**src/rtl/regfile_pkg.sv**
```systemverilog
// Shared constants for the register-bank writeback path.
// Requester indices double as bit positions in the arbiter request/grant vectors.
package regfile_pkg;

  localparam int unsigned DEF_DATA_WIDTH     = 32;
  localparam int unsigned DEF_REG_ADDR_WIDTH = 5;
  localparam int unsigned ZERO_REG           = 0;
  localparam int unsigned REQ_ALU            = 0;
  localparam int unsigned REQ_LSU            = 1;

endpackage

```
**src/rtl/rr_arbiter2.sv**
```systemverilog
// Two-requester round-robin arbiter with a one-hot combinational grant.
// last_grant records the most recent winner; reset value 1 lets requester 0 win first.
module rr_arbiter2 (
  input  logic       clk,
  input  logic       rst,
  input  logic       hold,
  input  logic [1:0] req,
  output logic [1:0] gnt
);

  logic last_grant_q, last_grant_d;

  always_comb begin
    gnt          = 2'b00;
    last_grant_d = last_grant_q;
    if (!hold) begin
      if (req == 2'b11) begin
        // Under contention the requester that did not win last time goes next.
        gnt = last_grant_q ? 2'b01 : 2'b10;
      end else begin
        gnt = req;
      end
    end
    if (gnt != 2'b00) begin
      last_grant_d = gnt[1];
    end
  end

  always_ff @(posedge clk or posedge rst) begin
    if (rst) begin
      last_grant_q <= 1'b1;
    end else begin
      last_grant_q <= last_grant_d;
    end
  end

endmodule

```
**src/rtl/regfile_wb_arbiter.sv**
```systemverilog
// Arbitrates ALU and LSU writeback onto the single register-bank write port
// through a registered output stage; x0 writes complete their handshake but never assert we.
module regfile_wb_arbiter
  import regfile_pkg::*;
#(
  parameter int unsigned DATA_WIDTH     = DEF_DATA_WIDTH,
  parameter int unsigned REG_ADDR_WIDTH = DEF_REG_ADDR_WIDTH,
  parameter int unsigned CNT_WIDTH      = 16
) (
  input  logic                      clk,
  input  logic                      rst,
  input  logic                      hold,
  input  logic                      req0_valid,
  input  logic [REG_ADDR_WIDTH-1:0] req0_addr,
  input  logic [DATA_WIDTH-1:0]     req0_data,
  output logic                      req0_ready,
  input  logic                      req1_valid,
  input  logic [REG_ADDR_WIDTH-1:0] req1_addr,
  input  logic [DATA_WIDTH-1:0]     req1_data,
  output logic                      req1_ready,
  output logic                      we,
  output logic [REG_ADDR_WIDTH-1:0] wa,
  output logic [DATA_WIDTH-1:0]     wd,
  output logic [CNT_WIDTH-1:0]      conflict_cnt
);

  logic [1:0]                gnt;
  logic [REG_ADDR_WIDTH-1:0] sel_addr;
  logic [DATA_WIDTH-1:0]     sel_data;
  logic                      contention;
  logic                      we_q;
  logic [REG_ADDR_WIDTH-1:0] wa_q;
  logic [DATA_WIDTH-1:0]     wd_q;
  logic [CNT_WIDTH-1:0]      cnt_q;

  rr_arbiter2 u_arb (
    .clk  (clk),
    .rst  (rst),
    .hold (hold),
    .req  ({req1_valid, req0_valid}),
    .gnt  (gnt)
  );

  assign req0_ready = gnt[REQ_ALU];
  assign req1_ready = gnt[REQ_LSU];
  assign sel_addr   = gnt[REQ_LSU] ? req1_addr : req0_addr;
  assign sel_data   = gnt[REQ_LSU] ? req1_data : req0_data;
  assign contention = req0_valid & req1_valid & ~hold;

  always_ff @(posedge clk or posedge rst) begin
    if (rst) begin
      we_q <= 1'b0;
      wa_q <= '0;
      wd_q <= '0;
    end else if (gnt != 2'b00) begin
      we_q <= (sel_addr != REG_ADDR_WIDTH'(ZERO_REG));
      wa_q <= sel_addr;
      wd_q <= sel_data;
    end else begin
      we_q <= 1'b0;
    end
  end

  always_ff @(posedge clk or posedge rst) begin
    if (rst) begin
      cnt_q <= '0;
    end else if (contention && (cnt_q != '1)) begin
      cnt_q <= cnt_q + CNT_WIDTH'(1);
    end
  end

  assign we           = we_q;
  assign wa           = wa_q;
  assign wd           = wd_q;
  assign conflict_cnt = cnt_q;

endmodule

```
**config.mk**
```make
export PLATFORM = sky130hd
export DESIGN_NAME = regfile_wb_arbiter
export DESIGN_NICKNAME = d
export VERILOG_FILES = /design/src/rtl/regfile_pkg.sv /design/src/rtl/rr_arbiter2.sv /design/src/rtl/regfile_wb_arbiter.sv
export SDC_FILE = /design/constraint.sdc
export NUM_CORES = 1
export LEC_CHECK = 0
export CAP_MARGIN = 20
export CORE_UTILIZATION = 40
export CTS_BUF_LIST = sky130_fd_sc_hd__clkbuf_4
export CTS_CLUSTER_DIAMETER = 150
export DETAILED_ROUTE_END_ITERATION = 12
export PLACE_DENSITY = 0.82
export SYNTH_ARGS = -nofsm -noshare
export SYNTH_HDL_FRONTEND = slang
export SYNTH_SLANG_ARGS = --single-unit
```
**constraint.sdc**
```tcl
create_clock -name clk -period 2 [get_ports clk]
set_clock_uncertainty 0.05 [all_clocks]
set_input_delay 0.3 -clock clk [delete_from_list [all_inputs] [get_ports clk]]
set_output_delay 0.3 -clock clk [all_outputs]
set_load 0.02 [all_outputs]
```
==> results.cfg <==
[sta]
finalHoldWorstSlack_ns = 0.220
slew_headroom = 0.737
finalWorstSetupSlack_ns = 0.0782
min_period_ns = 1.92
setup_viol = 0
drv_slew = 0
tightestPinTransition_ns = 0.394
finalCritPeriodShare = 0.961
max_clock_freq_mhz = 520
rsz0062_at_grt = false
timing.final.hold_violations = 0

[finish]
n_fill_cell = 485
instances_no_fill = 435
multi_input_comb_area_um2 = 933
area_growth_syn_to_layout_pct = 64.6
regArea_um2 = 1380
numnets_final = 439
antennaDiodeCount = 0
final_layout_size_suffix_gt1_frac = 0.0889

[grt]
grt_max_degree = 56
grt_first_pass_wirelength_mm = 11.4
antenna_found_initial = 0
first_global_vias = 2416
gr-usage-all-layers = 0.232
overflow = 0

[worst_setup_path]
worst_r2r_path_depth = 4
crit_arrival_ns = 1.57
required_ns = 1.65
crit_type = primary input to output port
setup.worst_path.start_class = primary input
worstSetupEndpointType = output port
critical_path_peak_fanout = 6

[logic_synthesis]
seq_area_frac_synth = 0.558
ys_types = 36
syn_avg_cell_area_um2 = 11.4
syn_nets = 297
synth-seq-cells = 55
postSynth.topFlopCell = sky130_fd_sc_hd__dfrtp_1
synthesis.area_um2 = 2470
synth_enable_flop_cells = 0
synth_cells = 217
postSynth.asyncResetShare = 1.00
synth-warning-count = 0

[power]
worst_ir_drop_vdd_v = 0.000522
leakagePower_nw = 1.85
p_per_area_nw_per_um2 = 746

[clock_tree]
numClockSinks = 55
clk_pin_slew_worst_paths_ns = 0.15
cts_hold_buffers = 0
cts_max_level = 2
cts-buffers-inserted = 5
clk_latency_ns = 0.37
cts_post_setup_buffers_inserted = 0
tritoncts = done
worst_case_clock_buffer_depth = 2
cts_resized = 3
cts_root_buf = sky130_fd_sc_hd__clkbuf_4

[run_status]
run_status = finished, final reports clean

[floorplanning]
die_area_um2 = 6490
floorplan.die.width_um = 80.6
die_y_um = 80.6
pin_count = 135
fp.coreArea_um2 = 5920
rows = 28
initial_utilization = 0.417

[route]
vias_per_cell = 5.40
dr_total_vias = 2350
postRouteAntennaNets = 0
wl_per_cell_um = 16.2
dr.pass1.iters = 7
route.final.wire_length_mm = 7.05
drt_first_iter_violations = 204
drt_drc_violations_left = 0

[place]
dpl_worst_slack_ns = -0.201
io_buffer_count = 134
numPlacedInstances = 427
dpl.hpwl_mm = 5.17
routabilityCongestion = 0.797

[flow_run]
max-cap-violations = 0

[worst_hold_path]
worstHoldPathType = primary input to asynchronous set/reset pin
critical path, cell delays in order:
cell                              delay [ns]
sky130_fd_sc_hd__clkdlybuf4s50_1        0.51
sky130_fd_sc_hd__nand2b_1               0.24
sky130_fd_sc_hd__a21oi_4                0.14
sky130_fd_sc_hd__dlygate4sd2_1          0.38
placed cells by master (no fill, tap or decap), types with 4 or more instances in the layout:
cell,count
sky130_fd_sc_hd__o21ai_0,7
sky130_fd_sc_hd__nor2_1,4
sky130_fd_sc_hd__a222oi_1,32
sky130_fd_sc_hd__clkdlybuf4s50_1,132
sky130_fd_sc_hd__buf_4,9
sky130_fd_sc_hd__nand2_1,11
sky130_fd_sc_hd__mux2i_1,5
sky130_fd_sc_hd__xnor2_1,6
sky130_fd_sc_hd__nor3_1,5
sky130_fd_sc_hd__xor2_1,8
sky130_fd_sc_hd__nand3_1,8
sky130_fd_sc_hd__nand4_1,4
sky130_fd_sc_hd__inv_1,36
sky130_fd_sc_hd__dfrtp_1,54
sky130_fd_sc_hd__clkbuf_4,7
state kept, by name, summed over array words and instances (netlist names):
register	count
conflict_cnt	16
wd	32
wa	5
u_arb.last_grant_q	1
we	1
cells in the mapped netlist, types with 4 or more instances:
library cell / n / area (µm²)
sky130_fd_sc_hd__a222oi_1: 32 / 320
sky130_fd_sc_hd__buf_2: 4 / 20.0
sky130_fd_sc_hd__clkbuf_1: 7 / 26.3
sky130_fd_sc_hd__dfrtp_1: 54 / 1350
sky130_fd_sc_hd__inv_1: 37 / 139
sky130_fd_sc_hd__mux2i_1: 5 / 50.1
sky130_fd_sc_hd__nand2_1: 11 / 41.3
sky130_fd_sc_hd__nand3_1: 8 / 40.0
sky130_fd_sc_hd__nand4_1: 4 / 25.0
sky130_fd_sc_hd__nor2_1: 4 / 15.0
sky130_fd_sc_hd__nor3_1: 5 / 25.0
sky130_fd_sc_hd__o21ai_0: 7 / 35.0
sky130_fd_sc_hd__xnor2_1: 6 / 52.6
sky130_fd_sc_hd__xor2_1: 8 / 70.1
stage by stage:
stage | utilization | setup TNS [ns] | power [mW] | area [µm²]
floorplan | - | 0 | 1.92 | 2470
global placement | 0.678 | -0.386 | 2.53 | 4010
detailed placement | 0.678 | -1.41 | 2.55 | 4010
CTS | 0.687 | 0 | 3.05 | 4070
global route | 0.686 | 0 | 3.20 | 4060
finish | 0.686 | 0 | 3.03 | 4060
metal layers:
metal  vias up  share of wire  wire length (µm)  global-route usage
li1       1090              -                 -                   -
met1      1144           0.38              2680               0.269
met2       100           0.52              3650               0.385
met3        16          0.075               532              0.0841
met4         0          0.026               183              0.0982
met5         -              0                 0                   0
logic make-up after synthesis:
logic type | synth area share
AO/OA/AOI/OAI | 0.159
AND/OR/NAND/NOR | 0.123
multiplexers | 0.0309
flip-flops | 0.558
buffers and inverters | 0.0750
adder cells (fa/ha/maj) | 0.00507
XOR/XNOR | 0.0497
report_power, final:
part	internal, mW	switching (mW)
Sequential	1.28	0.153
Combinational	0.584	0.511
Clock	0.165	0.339
Total	2.03	1.00
worst paths after layout:
path | to | slack, ns | start
min reg2reg | conflict_cnt[9] | 0.45 | conflict_cnt[9]
min | wa[1] | 0.22 | rst
max reg2reg | conflict_cnt[1] | 0.25 | conflict_cnt[6]
min in group clk | conflict_cnt[9] | 0.45 | conflict_cnt[9]
max in group asynchronous | u_arb.last_grant_q | 1.39 | rst
max | req1_ready | 0.08 | hold
layout make-up:
type	count	area share
Timing Repair Buffer	146	0.360
Clock inverter	1	0.00123
Inverter	37	0.0342
Tap cell	75	0.0231
Clock buffer	7	0.0129
Sequential cell	55	0.339
Multi-Input combinational cell	114	0.230
(Power assumes the default switching activity.)
